<file path="src/rtl/ntt_conf_sequencer.sv">
// Sequencer for the 4-bit conf bus of the 512-point NTT top_stage.
// It walks a fixed phase table per mode, advancing on done_flag rising edges or after a settle count.
module ntt_conf_sequencer #(
    parameter int unsigned SETTLE  = 11,
    parameter int unsigned TIMEOUT = 1024,
    parameter int unsigned CNT_W   = 11
) (
    input  logic       clk,
    input  logic       rst,
    input  logic       start,
    input  logic [1:0] mode,
    input  logic       abort,
    input  logic [1:0] done_flag,
    output logic [3:0] conf,
    output logic       busy,
    output logic [2:0] step,
    output logic       done,
    output logic       err
);

    localparam logic [CNT_W-1:0] TO_LAST  = CNT_W'(TIMEOUT - 1);
    localparam logic [CNT_W-1:0] SET_LAST = CNT_W'(SETTLE - 1);
    localparam logic [CNT_W-1:0] CNT_MAX  = '1;

    typedef enum logic [2:0] {
        S_IDLE,
        S_WAIT0,
        S_WAIT1,
        S_SETTLE,
        S_DONE,
        S_ERR
    } state_t;

    typedef struct packed {
        state_t     kind;
        logic [3:0] conf;
        logic       last;
    } phase_t;

    // Phase table: {mode, step} -> kind of wait, conf code, last-step marker
    function automatic phase_t phase_lookup(input logic [1:0] m, input logic [2:0] s);
        phase_t p;
        p = '{kind: S_IDLE, conf: 4'd0, last: 1'b1};
        case ({m, s})
            5'b00_000: p = '{kind: S_WAIT0,  conf: 4'd1, last: 1'b0};
            5'b00_001: p = '{kind: S_SETTLE, conf: 4'd3, last: 1'b0};
            5'b00_010: p = '{kind: S_WAIT1,  conf: 4'd2, last: 1'b1};
            5'b01_000: p = '{kind: S_WAIT0,  conf: 4'd5, last: 1'b0};
            5'b01_001: p = '{kind: S_WAIT1,  conf: 4'd6, last: 1'b1};
            5'b10_000: p = '{kind: S_WAIT0,  conf: 4'd1, last: 1'b0};
            5'b10_001: p = '{kind: S_SETTLE, conf: 4'd3, last: 1'b0};
            5'b10_010: p = '{kind: S_WAIT1,  conf: 4'd2, last: 1'b0};
            5'b10_011: p = '{kind: S_SETTLE, conf: 4'd4, last: 1'b0};
            5'b10_100: p = '{kind: S_WAIT0,  conf: 4'd5, last: 1'b0};
            5'b10_101: p = '{kind: S_WAIT1,  conf: 4'd6, last: 1'b1};
            default:   p = '{kind: S_IDLE,   conf: 4'd0, last: 1'b1};
        endcase
        return p;
    endfunction

    state_t           state;
    logic [1:0]       mode_q;
    logic [CNT_W-1:0] cnt;
    logic [1:0]       df_q;
    logic             last_q;

    logic [1:0] rise;
    logic       can_start;
    logic       in_wait;
    logic       advance;
    logic [1:0] load_mode;
    logic [2:0] load_idx;
    phase_t     ent;

    assign rise      = done_flag & ~df_q;
    assign can_start = start && (state == S_IDLE || state == S_DONE || state == S_ERR);
    assign in_wait   = (state == S_WAIT0) || (state == S_WAIT1);
    assign advance   = ((state == S_WAIT0) && rise[0])
                    || ((state == S_WAIT1) && rise[1])
                    || ((state == S_SETTLE) && (cnt >= SET_LAST));

    // One table lookup serves both the first step of a new run and the next step of the current run
    assign load_mode = can_start ? mode : mode_q;
    assign load_idx  = can_start ? 3'd0 : step + 3'd1;
    assign ent       = phase_lookup(load_mode, load_idx);

    always_ff @(posedge clk or negedge rst) begin
        if (!rst) begin
            state  <= S_IDLE;
            mode_q <= 2'd0;
            cnt    <= '0;
            df_q   <= 2'b00;
            last_q <= 1'b0;
            conf   <= 4'd0;
            busy   <= 1'b0;
            step   <= 3'd0;
            done   <= 1'b0;
            err    <= 1'b0;
        end else begin
            df_q <= done_flag;
            done <= 1'b0;
            if (abort) begin
                state <= S_IDLE;
                cnt   <= '0;
                conf  <= 4'd0;
                busy  <= 1'b0;
                step  <= 3'd0;
                err   <= 1'b0;
            end else if (can_start) begin
                cnt  <= '0;
                step <= 3'd0;
                if (mode == 2'd3) begin
                    state <= S_ERR;
                    conf  <= 4'd0;
                    busy  <= 1'b0;
                    err   <= 1'b1;
                end else begin
                    mode_q <= mode;
                    state  <= ent.kind;
                    conf   <= ent.conf;
                    last_q <= ent.last;
                    busy   <= 1'b1;
                    err    <= 1'b0;
                end
            end else if (advance) begin
                cnt <= '0;
                if (last_q) begin
                    state <= S_DONE;
                    conf  <= 4'd0;
                    busy  <= 1'b0;
                    step  <= 3'd0;
                    done  <= 1'b1;
                end else begin
                    state  <= ent.kind;
                    conf   <= ent.conf;
                    last_q <= ent.last;
                    step   <= load_idx;
                end
            end else if (in_wait && (cnt >= TO_LAST)) begin
                // A rise in this same cycle was already taken as success above
                state <= S_ERR;
                cnt   <= '0;
                conf  <= 4'd0;
                busy  <= 1'b0;
                step  <= 3'd0;
                err   <= 1'b1;
            end else if (in_wait || state == S_SETTLE) begin
                if (cnt != CNT_MAX) begin
                    cnt <= cnt + CNT_W'(1);
                end
            end else if (state == S_DONE) begin
                state <= S_IDLE;
            end
        end
    end

endmodule

</file>
<file path="config.mk">
export PLATFORM = sky130hd
export DESIGN_NAME = ntt_conf_sequencer
export DESIGN_NICKNAME = d
export VERILOG_FILES = /design/src/rtl/ntt_conf_sequencer.sv
export SDC_FILE = /design/constraint.sdc
export NUM_CORES = 1
export LEC_CHECK = 0
export CAP_MARGIN = 20
export CORE_ASPECT_RATIO = 1.2
export CORE_MARGIN = 4
export CORE_UTILIZATION = 51
export CTS_CLUSTER_SIZE = 14
export DETAILED_ROUTE_END_ITERATION = 10
export GPL_TIMING_DRIVEN = 0
export PLACE_DENSITY_LB_ADDON = 0.12
export REMOVE_ABC_BUFFERS = 1
export SYNTH_ARGS = -nofsm -noshare
export SYNTH_HDL_FRONTEND = slang
export SYNTH_SLANG_ARGS = --single-unit
export TNS_END_PERCENT = 50
</file>
<file path="constraint.sdc">
create_clock -name clk -period 1.8 [get_ports clk]
set_input_delay 0.36 -clock clk [delete_from_list [all_inputs] [get_ports clk]]
set_output_delay 0.36 -clock clk [all_outputs]
set_load 0.02 [all_outputs]
</file>
Word level (Yosys, flattened, before mapping)

Memory sizes are Yosys's and may differ from the RTL's.
Index checks and enable logic that the tools add are counted.

Register bits: 29
Memory bits (read-only): 192
Output and inout bits: 10
Word-level logic and storage cells: 100
Memories: 1

Memories:

| memory           | words | width | read ports | clocked after Yosys merged registers in | wr ports | RTL line | source |
|---|---|---|---|---|---|---|---|
| (name not given) | 32    | 6     | 1          | 0                                       | 0        | 44       | `case ({m, s})` |

$add $sub $neg: 2
Order comparisons: 2
Equality and inequality tests: 11
Muxes and demuxes: 46
Bitwise logic cells: 4
Reduce and logical (&&, ||, !) cells: 24

Operators with widths:

| operator                | number |
|---|---|
| $mux W11                | 6 |
| $mux W3                 | 14 |
| $mux W4                 | 6 |
| $mux W1                 | 19 |
| $reduce_bool A5 Y1      | 3 |
| $add A11 B1 Y11 const B | 1 |
| $ge A11 B10 Y1 const B  | 1 |
| $ge A11 B4 Y1 const B   | 1 |
| $ne A11 B11 Y1 const B  | 1 |
| $reduce_and A2 Y1       | 4 |
| $eq A3 B2 Y1 const B    | 2 |
| $eq A3 B3 Y1 const B    | 2 |
| $logic_or A1 B1 Y1      | 6 |
| $reduce_and A3 Y1       | 2 |
| $logic_and A1 B1 Y1     | 5 |
| $ne A5 B5 Y1 const B    | 1 |
| $ne A4 B4 Y1 const B    | 1 |
| $reduce_bool A4 Y1      | 1 |
| $add A3 B1 Y3 const B   | 1 |
| $eq A3 B1 Y1 const B    | 1 |
| $logic_not A3 Y1        | 1 |
| $ne A3 B3 Y1 const B    | 1 |
| $reduce_bool A3 Y1      | 1 |
| $and A2 B2 Y2           | 1 |
| other kinds (6)         | 7 |

Longest topological paths before layout

Gate-level depths: netlist of the first run.
An unclocked memory read counts as a cell.

Word-level depth: 10
Mapped depth: 10
Depth with buffers taken out: 9

Worst setup path after synthesis of the first run

No wires, ideal clock.

Path kind: reg-to-reg
Start: register step[0]
End: register conf[2]
Data arrival time: 1.924 ns
Data required time: 1.726 ns
Setup slack: -0.198 ns
Cell stages (with the launch flop): 8
Clock period less this slack: 1.998 ns
Path through: dfrtp_1 ha_1 xor2_1 o21ai_4 or3b_1 o22ai_2 o2bb2a_4 o21ai_2

Longest elaborated chain between the ends: 7
Elaborated cells on any way between the ends: 8
Classes of those cells: 1 x add/sub; 6 x mux; 1 x memory

Ends and longest elaborated chain:

| element                  | RTL line | source |
|---|---|---|
| start: declaration       | 16       | `output logic [2:0] step,` |
| start signal: assignment | 137      | `step <= load_idx;` |
| $add A3 B1 Y3 *          | 84       | `assign load_idx = can_start ? 3'd0 : step + 3'd1;` |
| $mux W3 *                | 84       |  |
| $mem_v2 Z32 W6 *         | n/a      |  |
| $mux W4                  | 127      | `if (last_q) begin` |
| $mux W4                  | 125      | `end else if (advance) begin` |
| $mux W4 *                | 109      | `end else if (can_start) begin` |
| $mux W4 *                | 102      | `if (abort) begin` |
| end signal: assignment   | 120      | `conf <= ent.conf;` |
| end signal: assignment   | 135      | `conf <= ent.conf;` |
| end: declaration         | 14       | `output logic [3:0] conf,` |

Mark *: on every way between the ends. The rest lies on a longest branch, timed or not.
A chain may end at the register's enable or synchronous reset.

Worst setup path in the final report of the first run

Start: register state[0]
End: register conf[2]

Longest elaborated chain between the ends: 10
Elaborated cells on any way between the ends: 25
Classes of those cells: 5 x eq/ne; 7 x mux; 12 x reduce/logical; 1 x memory

Ends and longest elaborated chain:

| element                                                 | RTL line | source |
|---|---|---|
| start: declaration                                      | 61       | `state_t state;` |
| start signal: assignment                                | 119      | `state <= ent.kind;` |
| start signal: assignment                                | 134      | `state <= ent.kind;` |
| $eq A3 B3 Y1 / $logic_not A3 Y1 (equally long branches) | 76       | `assign can_start = start && (state == S_IDLE \|\| state == S_DONE \|\| state == S_ERR);` |
| $logic_or A1 B1 Y1 (2 in series)                        | 76       |  |
| $logic_and A1 B1 Y1                                     | 76       |  |
| $mux W2 / $mux W3 (equally long branches)               | 83, 84   |  |
| $mem_v2 Z32 W6                                          | n/a      |  |
| $mux W4                                                 | 127      |  |
| $mux W4                                                 | 125      |  |
| $mux W4                                                 | 109      |  |
| $mux W4                                                 | 102      |  |

Parallel ways exist; a longest one is shown, timed or not.

==> flow_metrics.py, run 1 <==
metrics = {
    "run_status": {
        "status": "finished with violations",
        "violations": "negative setup slack",
    },
    "synthesis": {
        "syn_area_sq_um": 1747,
        "syn_area_per_cell_sq_um": 9.597,
        "synth_seq_cells": 28,
        "synthCells": 182,
        "ys_async_sr_fraction_pct": 100.0,
        "synth_area_leaders": "dfrtp_1 (40%), ha_1 (5.0%), nand2_1 (3.7%)",
        "synthDistinctLibCells": 56,
        "synth.largest_area_cell": "dfrtp_1",
        "synth_edf_count": 0,
        "synth_top_cell_area_share_pct": 40.11,
        "yosysWarnings": 0,
        "ys.flop_type": "dfrtp_1",
        "ys_seq_area_share_pct": 40.11,
    },
    "die": {
        "num_rows": 23,
        "fp.dieArea_sq_um": 4429,
        "die_w_um": 61.43,
        "core_area_sq_um": 3309,
        "die_y_um": 72.11,
        "design.portCount": 18,
        "start_util_pct": 52.78,
    },
    "clock_network": {
        "clk_root_buffer_cell": "clkbuf_8",
        "cts_tree": "yes",
        "htree_levels": 1,
        "path_clk_slew_ps": 100,
        "clkLatencyLatePin_ps": 280,
        "cts.sinks": 28,
        "postCtsHoldBufs": 0,
        "cts_buffer_depth": 2,
        "cts_buffers": 3,
    },
    "power": {
        "p_leak_nw": 1.054,
        "pwr_density_cell_nw_per_um2": 1255,
        "ir_worst_vdd_v": 0.0008748,
    },
    "sta": {
        "period_share_pct": 103.8,
        "slew_viol_final": 0,
        "min_period_ps": 1869,
        "setup_ws_ps": -68.51,
        "max_clock_freq_ghz": 0.5352,
        "finalSetupViolCount": 14,
        "tns_ps": -337.7,
        "finalClockSkew_ps": 9.790,
        "report.final.hold_viol_count": 0,
        "rsz0062_at_grt": "yes",
        "worst_pin_slew_ps": 547.4,
        "slew_headroom_pct": 62.56,
    },
    "finish": {
        "fillers": 216,
        "drive_above_1_share_pct": 40.89,
        "diodes": 0,
        "area_growth_pct": 42.19,
        "final_cell_mix": "buf_4 (23), dfrtp_1 (22), nand2_1 (17)",
        "utilization_pct": 75.05,
        "fin_nets": 241,
        "final_common_cell": "buf_4",
    },
    "drt": {
        "drtIter0Drc": 119,
        "ant_nets": 0,
        "route.detailed.drc": 0,
        "vias": 1610,
        "wire_per_inst_um": 18.05,
        "wl_mm": 4.728,
        "post_drt_via_cell_ratio": 6.145,
        "dr.pass1.iters": 5,
    },
    "global_routing": {
        "grt_max_degree": 19,
        "use_met1_pct": 26.22,
        "grt_use_met3_pct": 3.025,
        "grt-ovfl-total": 0,
        "busiest_layer": "met2",
        "track_usage_pct": 21.12,
        "met2_usage_pct": 36.24,
        "grt_pass1_wl_mm": 7.265,
        "first_global_vias": 1658,
        "antenna_found_initial": 0,
    },
    "worst_setup_path": {
        "startpoint_type": "flop",
        "r2r_cells": 7,
        "worst-setup-path-type": "flop to flop",
        "path_cells": "buf_4, or2b_2, a21boi_2, o211ai_1, o32a_1, o2bb2a_4, o21ai_2",
        "cp-end-kind": "flop",
        "critPathSlowestCell": "dfrtp_2",
        "cp.arrival_ps": 2070,
        "crit_path_max_incr_delay_ps": 390,
        "critPathRequiredTime_ps": 2000,
        "cp_max_fo": 4,
    },
    "place": {
        "portBuffers": 16,
        "preCtsSetupSlack_ps": -850.8,
        "routabilityCongestion": 0.8769,
        "dpl.hpwl_mm": 2.817,
    },
    "worst_hold_path": {
        "hp-class": "primary input to asynchronous set/reset pin",
    },
    "job": {
        "maxCapViolCount": 0,
    },
}
[repair_timing]
action                     4_1_cts  5_1_grt
setup endpoints to repair       23       24
cloned                           0        1
gates resized for setup         49       21
pin swaps                       14       15
buffers inserted                19        7
[cells in the mapped netlist, types with 2 or more instances]
library cell  number
dfrtp_1           28
nand2_1           17
nor2_1            17
inv_1             10
nand3_1            8
a21oi_1            7
ha_1               7
o21ai_0            7
xor2_1             6
a31oi_1            4
nor3_1             4
o21ai_1            4
a2bb2oi_1          3
and4_1             3
xnor2_1            3
a211oi_1           2
a21o_1             2
a32o_1             2
and2_1             2
and3_1             2
buf_4              2
buf_6              2
mux2i_1            2
nand4_1            2
o211ai_1           2
o21ai_2            2
o21bai_1           2
o32a_1             2
[power breakdown]
part           internal, mW  switching [mW]
Combinational         0.912           0.939
Clock                 0.196           0.193
Sequential            0.752           0.124
[worst max-delay path, delay by kind of cell, from the launching register on]
family                 cells  cell delay (ps)
DFF                        1              390
buffers and inverters      1              120
and+or+nand+nor            1              330
AOI/OAI and AO/OA          5              940
[worst paths after layout]
kind                                 startpoint                   end  slack, ps
setup reg to reg           state[0]$_DFFE_PN0P_   conf[2]$_DFFE_PN0P_        -70
min in group clk            conf[0]$_DFFE_PN0P_   conf[0]$_DFFE_PN0P_        500
setup / recovery           state[0]$_DFFE_PN0P_   conf[2]$_DFFE_PN0P_        -70
hold / removal                              rst    cnt[3]$_DFFE_PN0P_        450
max in group asynchronous                   rst  state[2]$_DFFE_PN0P_        860
hold reg to reg             conf[0]$_DFFE_PN0P_   conf[0]$_DFFE_PN0P_        500
[registers in the layout, summed over array words and instances (netlist names)]
register and flops:
conf 3, last_q 1, busy 1, df_q 2, step 3, err 1, done 1, cnt 11
mode_q 2, state 3
[layer usage]
layer / wire length [um] / share of wire (%)
met5: 0 / 0
met1: 1873 / 40
met4: 121 / 2.6
met2: 2544 / 54
met3: 189 / 4.0
[cell families after synthesis]
logic type / after synthesis / share of synthesized area, %
simple gates: 69 / 21.78
compound gates: 50 / 21.99
flops: 28 / 40.11
buf+inv: 15 / 4.584
xor+xnor: 9 / 4.513
fa+ha+maj: 7 / 5.014
mux: 3 / 1.791
other cells: 1 / 0.2147
[per-stage QoR]
stage | hold slack [ps] | cell area, sq um | power [mW] | instances
6_report | 453.0 | 2484 | 3.117 | 262
3_5_place_dp | 471.3 | 1938 | 2.003 | 231
3_3_place_gp | 464.9 | 1911 | 1.962 | 230
4_1_cts | 466.5 | 2350 | 2.838 | 254
2_1_floorplan | 64.41 | 1704 | 1.683 | 177
5_1_grt | 492.3 | 2484 | 3.293 | 262
[layout make-up]
class | count | area, sq um | area share (%)
flip-flops and latches | 28 | 708.2 | 28.51
clock buffers | 4 | 55.05 | 2.217
multi-input cells | 140 | 1234 | 49.67
well taps | 37 | 46.29 | 1.864
repair buffers | 43 | 402.9 | 16.22
inverters | 10 | 37.54 | 1.511
Power figures use the tool's default switching activity.
==> run 2: changes to the inputs <==
Settings changed: CORE_MARGIN 4 to 5.
==> run 2 against run 1 <==
The flow still finishes with violations (negative setup slack). Sequential power up 2.4%. Sequential cell count stayed put. Die area increased by 6.1%. Cell count is 1.1% lower. Register-to-register slack got worse by 20 ps. Via count is 1.8% lower. Sequential share of layout area up 0.45 points. Non-clock buffer count decreased by 3. First-iteration DRC count fell by 39%. Wire length down 0.19%. Critical endpoint is now step[2]$_DFFE_PN0P_. Largest cell class unchanged. Highest routed layer unchanged.
==> flow_metrics.py, run 2 (same netlist as run 1, synthesis figures left out) <==
metrics = {
    "drt": {
        "wire_per_inst_um": 18.22,
        "drtIter0Drc": 73,
        "wl_mm": 4.719,
        "ant_nets": 0,
        "vias": 1581,
        "dr.pass1.iters": 4,
        "route.detailed.drc": 0,
        "post_drt_via_cell_ratio": 6.104,
    },
    "power": {
        "seq_power_share_pct": 30.3,
        "p_int_mw": 1.738,
        "p_switching_mw": 1.222,
        "switching_share_pct": 41.28,
        "p_clk_share_pct": 11.4,
        "pwr-share-comb_pct": 58.4,
        "pwr_density_cell_nw_per_um2": 1211,
        "ir_worst_vdd_v": 0.0008740,
        "p_leak_nw": 1.052,
        "p_total_mw": 2.960,
    },
    "finish": {
        "fin_nets": 239,
        "finalNonFillerCells": 259,
        "final_cell_mix": "dfrtp_1 (22), buf_4 (21), nand2_1 (17)",
        "top_register": "cnt",
        "final_common_cell": "dfrtp_1",
        "largest_register_ffs": 11,
        "diodes": 0,
        "drive_above_1_share_pct": 36.49,
        "area_growth_pct": 39.97,
    },
    "sta": {
        "slew_headroom_pct": 62.38,
        "setup_ws_ps": -91.06,
        "hold-worst-slack_ps": 437.9,
        "rsz0062_at_grt": "yes",
        "slew_viol_final": 0,
        "finalClockSkew_ps": 7.537,
        "min_period_ps": 1891,
        "max_clock_freq_ghz": 0.5288,
        "period_share_pct": 105.1,
        "report.final.hold_viol_count": 0,
        "worst_pin_slew_ps": 562.5,
        "finalSetupViolCount": 17,
    },
    "clock_network": {
        "cts_buffer_depth": 2,
        "htree_levels": 1,
        "clk_root_buffer_cell": "clkbuf_8",
        "path_clk_slew_ps": 90,
        "clkLatencyLatePin_ps": 280,
        "cts.sinks": 28,
        "cts_buffers": 3,
        "cts_tree": "yes",
    },
    "run_status": {
        "violations": "negative setup slack",
        "status": "finished with violations",
    },
    "die": {
        "design.portCount": 18,
        "start_util_pct": 52.32,
        "fp.dieArea_sq_um": 4700,
        "num_rows": 23,
        "die_y_um": 74.11,
        "core_area_sq_um": 3338,
        "die_w_um": 63.43,
    },
    "worst_setup_path": {
        "reg2reg_from": "cnt[1]$_DFFE_PN0P_",
        "cp_top_family": "compound AO/OA/AOI/OAI gates",
        "worst-setup-path-type": "flop to flop",
        "crit_path_max_incr_delay_ps": 480,
        "cp.buffers_inverters": 0,
        "critPathRequiredTime_ps": 2000,
        "cp_max_fo": 6,
        "startpoint_type": "flop",
        "timing.rr.end": "step[2]$_DFFE_PN0P_",
        "cp.arrival_ps": 2090,
        "cp-end-kind": "flop",
        "critPathSlowestCell": "dfrtp_2",
        "ff2ff_setup_slack_ps": -90,
        "path_cells": "ha_2, o31ai_4, nand3_2, a31oi_4, and3_4, a21oi_1, mux2i_1",
        "r2r_cells": 7,
    },
    "place": {
        "dp.cells": 231,
        "dpl.hpwl_mm": 2.772,
        "portBuffers": 16,
        "routabilityCongestion": 0.9171,
        "preCtsSetupSlack_ps": -849.5,
    },
    "worst_hold_path": {
        "hp-class": "primary input to asynchronous set/reset pin",
    },
    "global_routing": {
        "grt_pass1_wl_mm": 7.155,
        "grt_max_degree": 20,
        "antenna_found_initial": 0,
        "track_usage_pct": 18.97,
        "first_global_vias": 1563,
        "grt-ovfl-total": 0,
    },
    "job": {
        "maxCapViolCount": 0,
    },
}
run 2: changes by cell type in the layout (fill, tap and decap cells not counted), sizes merged:
cell / before / now
buf: 27 / 24
and3: 2 / 3
clkbuf: 4 / 3
dlygate4sd2: 2 / 1
dlymetal6s2s: 1 / 2
run 2: layout make-up:
cell class | instances | area, sq um
fill | 235 | 893.4
sequential | 28 | 708.2
tap | 37 | 46.29
multi-input combinational | 141 | 1240
inverter | 10 | 37.54
timing repair buffer | 40 | 371.6
clock buffer | 3 | 41.29
run 2: power by group through the flow:
stage	Combinational (mW)	Clock (mW)	Sequential (mW)
after floorplan	0.774	0	0.909
after global placement	1.08	0	0.887
after detailed placement	1.10	0	0.891
after CTS	1.48	0.347	0.869
after global routing	1.85	0.378	0.912
final	1.73	0.336	0.897
run 2: metrics by stage:
step           utilization (%)  setup TNS, ps  instance area, sq um
2_1_floorplan                -          -1062                  1704
3_3_place_gp             57.23          -8969                  1911
3_5_place_dp             58.06          -8023                  1938
4_1_cts                  68.29         -446.4                  2280
5_1_grt                  73.24          -2361                  2445
6_report                 73.24         -714.2                  2445
run 2: timing repair:
| action | in CTS | in global routing |
|---|---|---|
| hold buffers | 0 | 0 |
| setup endpoints to repair | 23 | 25 |
| buffers inserted | 16 | 7 |
| pin swaps | 15 | 16 |
| resized for setup | 44 | 22 |
| cloned | 1 | 1 |
run 2: worst register-to-register path, delay by kind of cell, from the launching register on:
family	cells	cell delay (ps)
DFF	1	480
and+or+nand+nor	2	430
adders and majority gates	1	210
AOI/OAI and AO/OA	3	540
muxes	1	170
run 2: worst max path at each step:
stage	endpoint	startpoint	slack, ps	cells after the start
floorplan	conf[2]$_DFFE_PN0P_	step[0]$_DFFE_PN0P_	-200	7
global placement	state[0]$_DFFE_PN0P_	start	-770	8
detailed placement	state[0]$_DFFE_PN0P_	start	-850	8
CTS	state[2]$_DFFE_PN0P_	cnt[1]$_DFFE_PN0P_	-50	7
global route	step[2]$_DFFE_PN0P_	cnt[1]$_DFFE_PN0P_	-200	7
finish	step[2]$_DFFE_PN0P_	cnt[1]$_DFFE_PN0P_	-90	7
run 2: per-layer routing:
layer | track usage [%] | share of wire, % | up-vias
met5 | 0 | 0 | -
met4 | 9.238 | 3.3 | 0
met3 | 2.719 | 3.1 | 16
met2 | 33.52 | 52 | 36
met1 | 22.69 | 41 | 784
li1 | - | - | 745
==> run 3: changes to the inputs <==
Settings changed: CORE_UTILIZATION 51 to 56.
Clock period 1.8 ns to 1.95 ns, I/O delays scaled along.
==> run 3 against run 2 <==
The run still ends with negative setup slack left. Clock skew down 1.3 ps. Sequential share of layout area increased by 0.35 points. Register-to-register slack lost 30 ps. Critical path depth increased by 1. Clock power decreased by 13%. Critical endpoint is now state[2]$_DFFE_PN0P_. Worst hold slack lost 46 ps. Die area fell by 7.7%. Design area is 1.0% lower.
==> flow_metrics.py, run 3 (same netlist as run 1, synthesis figures left out) <==
metrics = {
    "clock_network": {
        "cts_buffer_depth": 2,
        "cts_buffers": 3,
        "cts_tree": "yes",
        "postCtsHoldBufs": 0,
        "cts.sinks": 28,
        "htree_levels": 1,
        "path_clk_slew_ps": 150,
        "clkLatencyLatePin_ps": 340,
        "clk_root_buffer_cell": "clkbuf_4",
    },
    "worst_setup_path": {
        "critPathRequiredTime_ps": 2190,
        "startpoint_type": "flop",
        "crit_path_frequent_cell": "a21o_1",
        "path_cells": "buf_6, ha_4, a21o_1, a41o_1, nand4b_1, o21ai_2, a21o_1, a32o_2",
        "cp_max_fo": 4,
        "critPathSlowestCell": "dfrtp_2",
        "cp_top_family": "compound AO/OA/AOI/OAI gates",
        "cp-end-kind": "flop",
        "cp.buffers_inverters": 1,
        "worst-setup-path-type": "flop to flop",
        "cp.arrival_ps": 2310,
        "crit_path_max_incr_delay_ps": 460,
    },
    "job": {
        "maxCapViolCount": 0,
    },
    "die": {
        "design.portCount": 18,
        "die_y_um": 71.18,
        "num_rows": 22,
        "core_area_sq_um": 3028,
        "die_w_um": 60.98,
        "fp.dieArea_sq_um": 4341,
        "start_util_pct": 57.69,
    },
    "drt": {
        "route.detailed.drc": 0,
        "vias": 1596,
        "top_layer": "met4",
        "dr.pass1.iters": 4,
        "drt-met1-wl_mm": 1.775,
        "wl_mm": 4.652,
        "drtIter0Drc": 107,
        "ant_nets": 0,
        "post_drt_via_cell_ratio": 6.068,
        "wl_met2_mm": 2.530,
        "wl_met3_um": 133,
        "wire_per_inst_um": 17.69,
    },
    "finish": {
        "fin_nets": 243,
        "finalNonFillerCells": 263,
        "drive_above_1_share_pct": 37.89,
        "area_growth_pct": 38.54,
        "largest_register_ffs": 11,
        "final_cell_mix": "buf_4 (25), dfrtp_1 (21), nand2_1 (17)",
        "diodes": 0,
        "final_common_cell": "buf_4",
        "top_register": "cnt",
        "utilization_pct": 79.92,
    },
    "place": {
        "portBuffers": 16,
        "dpl.hpwl_mm": 2.896,
        "dp.cells": 230,
        "preCtsSetupSlack_ps": -725.4,
        "routabilityCongestion": 0.8545,
    },
    "sta": {
        "max_clock_freq_ghz": 0.4831,
        "rsz0062_at_grt": "yes",
        "slew_headroom_pct": 56.93,
        "min_period_ps": 2070,
        "worst_pin_slew_ps": 644.5,
        "slew_viol_final": 0,
        "setup_ws_ps": -120.1,
        "period_share_pct": 106.2,
        "report.final.hold_viol_count": 0,
        "finalSetupViolCount": 4,
        "finalClockSkew_ps": 6.212,
    },
    "global_routing": {
        "track_usage_pct": 20.77,
        "grt_max_degree": 20,
        "antenna_found_initial": 0,
        "first_global_vias": 1537,
        "grt_pass1_wl_mm": 6.927,
        "grt-ovfl-total": 0,
    },
    "power": {
        "pwr_density_cell_nw_per_um2": 1142,
        "p_leak_nw": 1.042,
        "ir_worst_vdd_v": 0.0008053,
        "p_total_mw": 2.763,
    },
    "run_status": {
        "status": "finished with violations",
        "violations": "negative setup slack",
    },
    "worst_hold_path": {
        "hp-class": "primary input to asynchronous set/reset pin",
    },
}
==> run 3: cell type report <==
type                    instances  area [sq um]
flip-flops and latches         28         709.4
well taps                      36         45.04
multi-input cells             140          1180
repair buffers                 45         411.6
fillers                       209         608.1
clock buffers                   4         36.28
inverters                      10         37.54
==> run 3: what timing repair did <==
action | 4_1_cts | 5_1_grt
buffers inserted | 10 | 18
gates cloned | 0 | 1
endpoints found under the hold margin | 0 | 0
pin swaps | 3 | 19
setup endpoints to repair | 23 | 23
gates resized for setup | 28 | 33
==> run 3: final timing paths <==
path,start,end,slack [ps],cells past startpoint
max,cnt[1]$_DFFE_PN0P_,state[2]$_DFFE_PN0P_,-120,8
min,rst,df_q[0]$_DFF_PN0_,390,1
max reg2reg,cnt[1]$_DFFE_PN0P_,state[2]$_DFFE_PN0P_,-120,8
min reg2reg,conf[0]$_DFFE_PN0P_,conf[0]$_DFFE_PN0P_,510,2
max in group asynchronous,rst,step[0]$_DFFE_PN0P_,1050,2
min in group clk,conf[0]$_DFFE_PN0P_,conf[0]$_DFFE_PN0P_,510,2
==> run 3: stage by stage <==
| stage | instance area, sq um | setup TNS (ps) | hold WS, ps |
|---|---|---|---|
| finish | 2420 | -183.6 | 391.7 |
| global route | 2420 | -1109 | 419.6 |
| CTS | 2151 | -109.4 | 402.9 |
| detailed placement | 1937 | -5002 | 475.2 |
| global placement | 1909 | -4074 | 462.2 |
| floorplan | 1704 | -74.23 | 94.41 |
==> run 3: worst reg2reg max path: stages (launching register included) <==
cell and delay (ps):
dfrtp_2 460, buf_6 130, ha_4 160, a21o_1 160, a41o_1 230, nand4b_1 260
o21ai_2 130, a21o_1 190, a32o_2 240
==> run 3: power breakdown <==
part	switching, mW	internal, mW
Sequential	0.103	0.694
Combinational	0.852	0.822
Clock	0.177	0.115
==> run 3: metal layers <==
metal  vias up  GRT usage, %
li1        752             -
met1       783         24.42
met2        39         38.29
met3        22         2.920
met4         0         5.060
met5         -             0
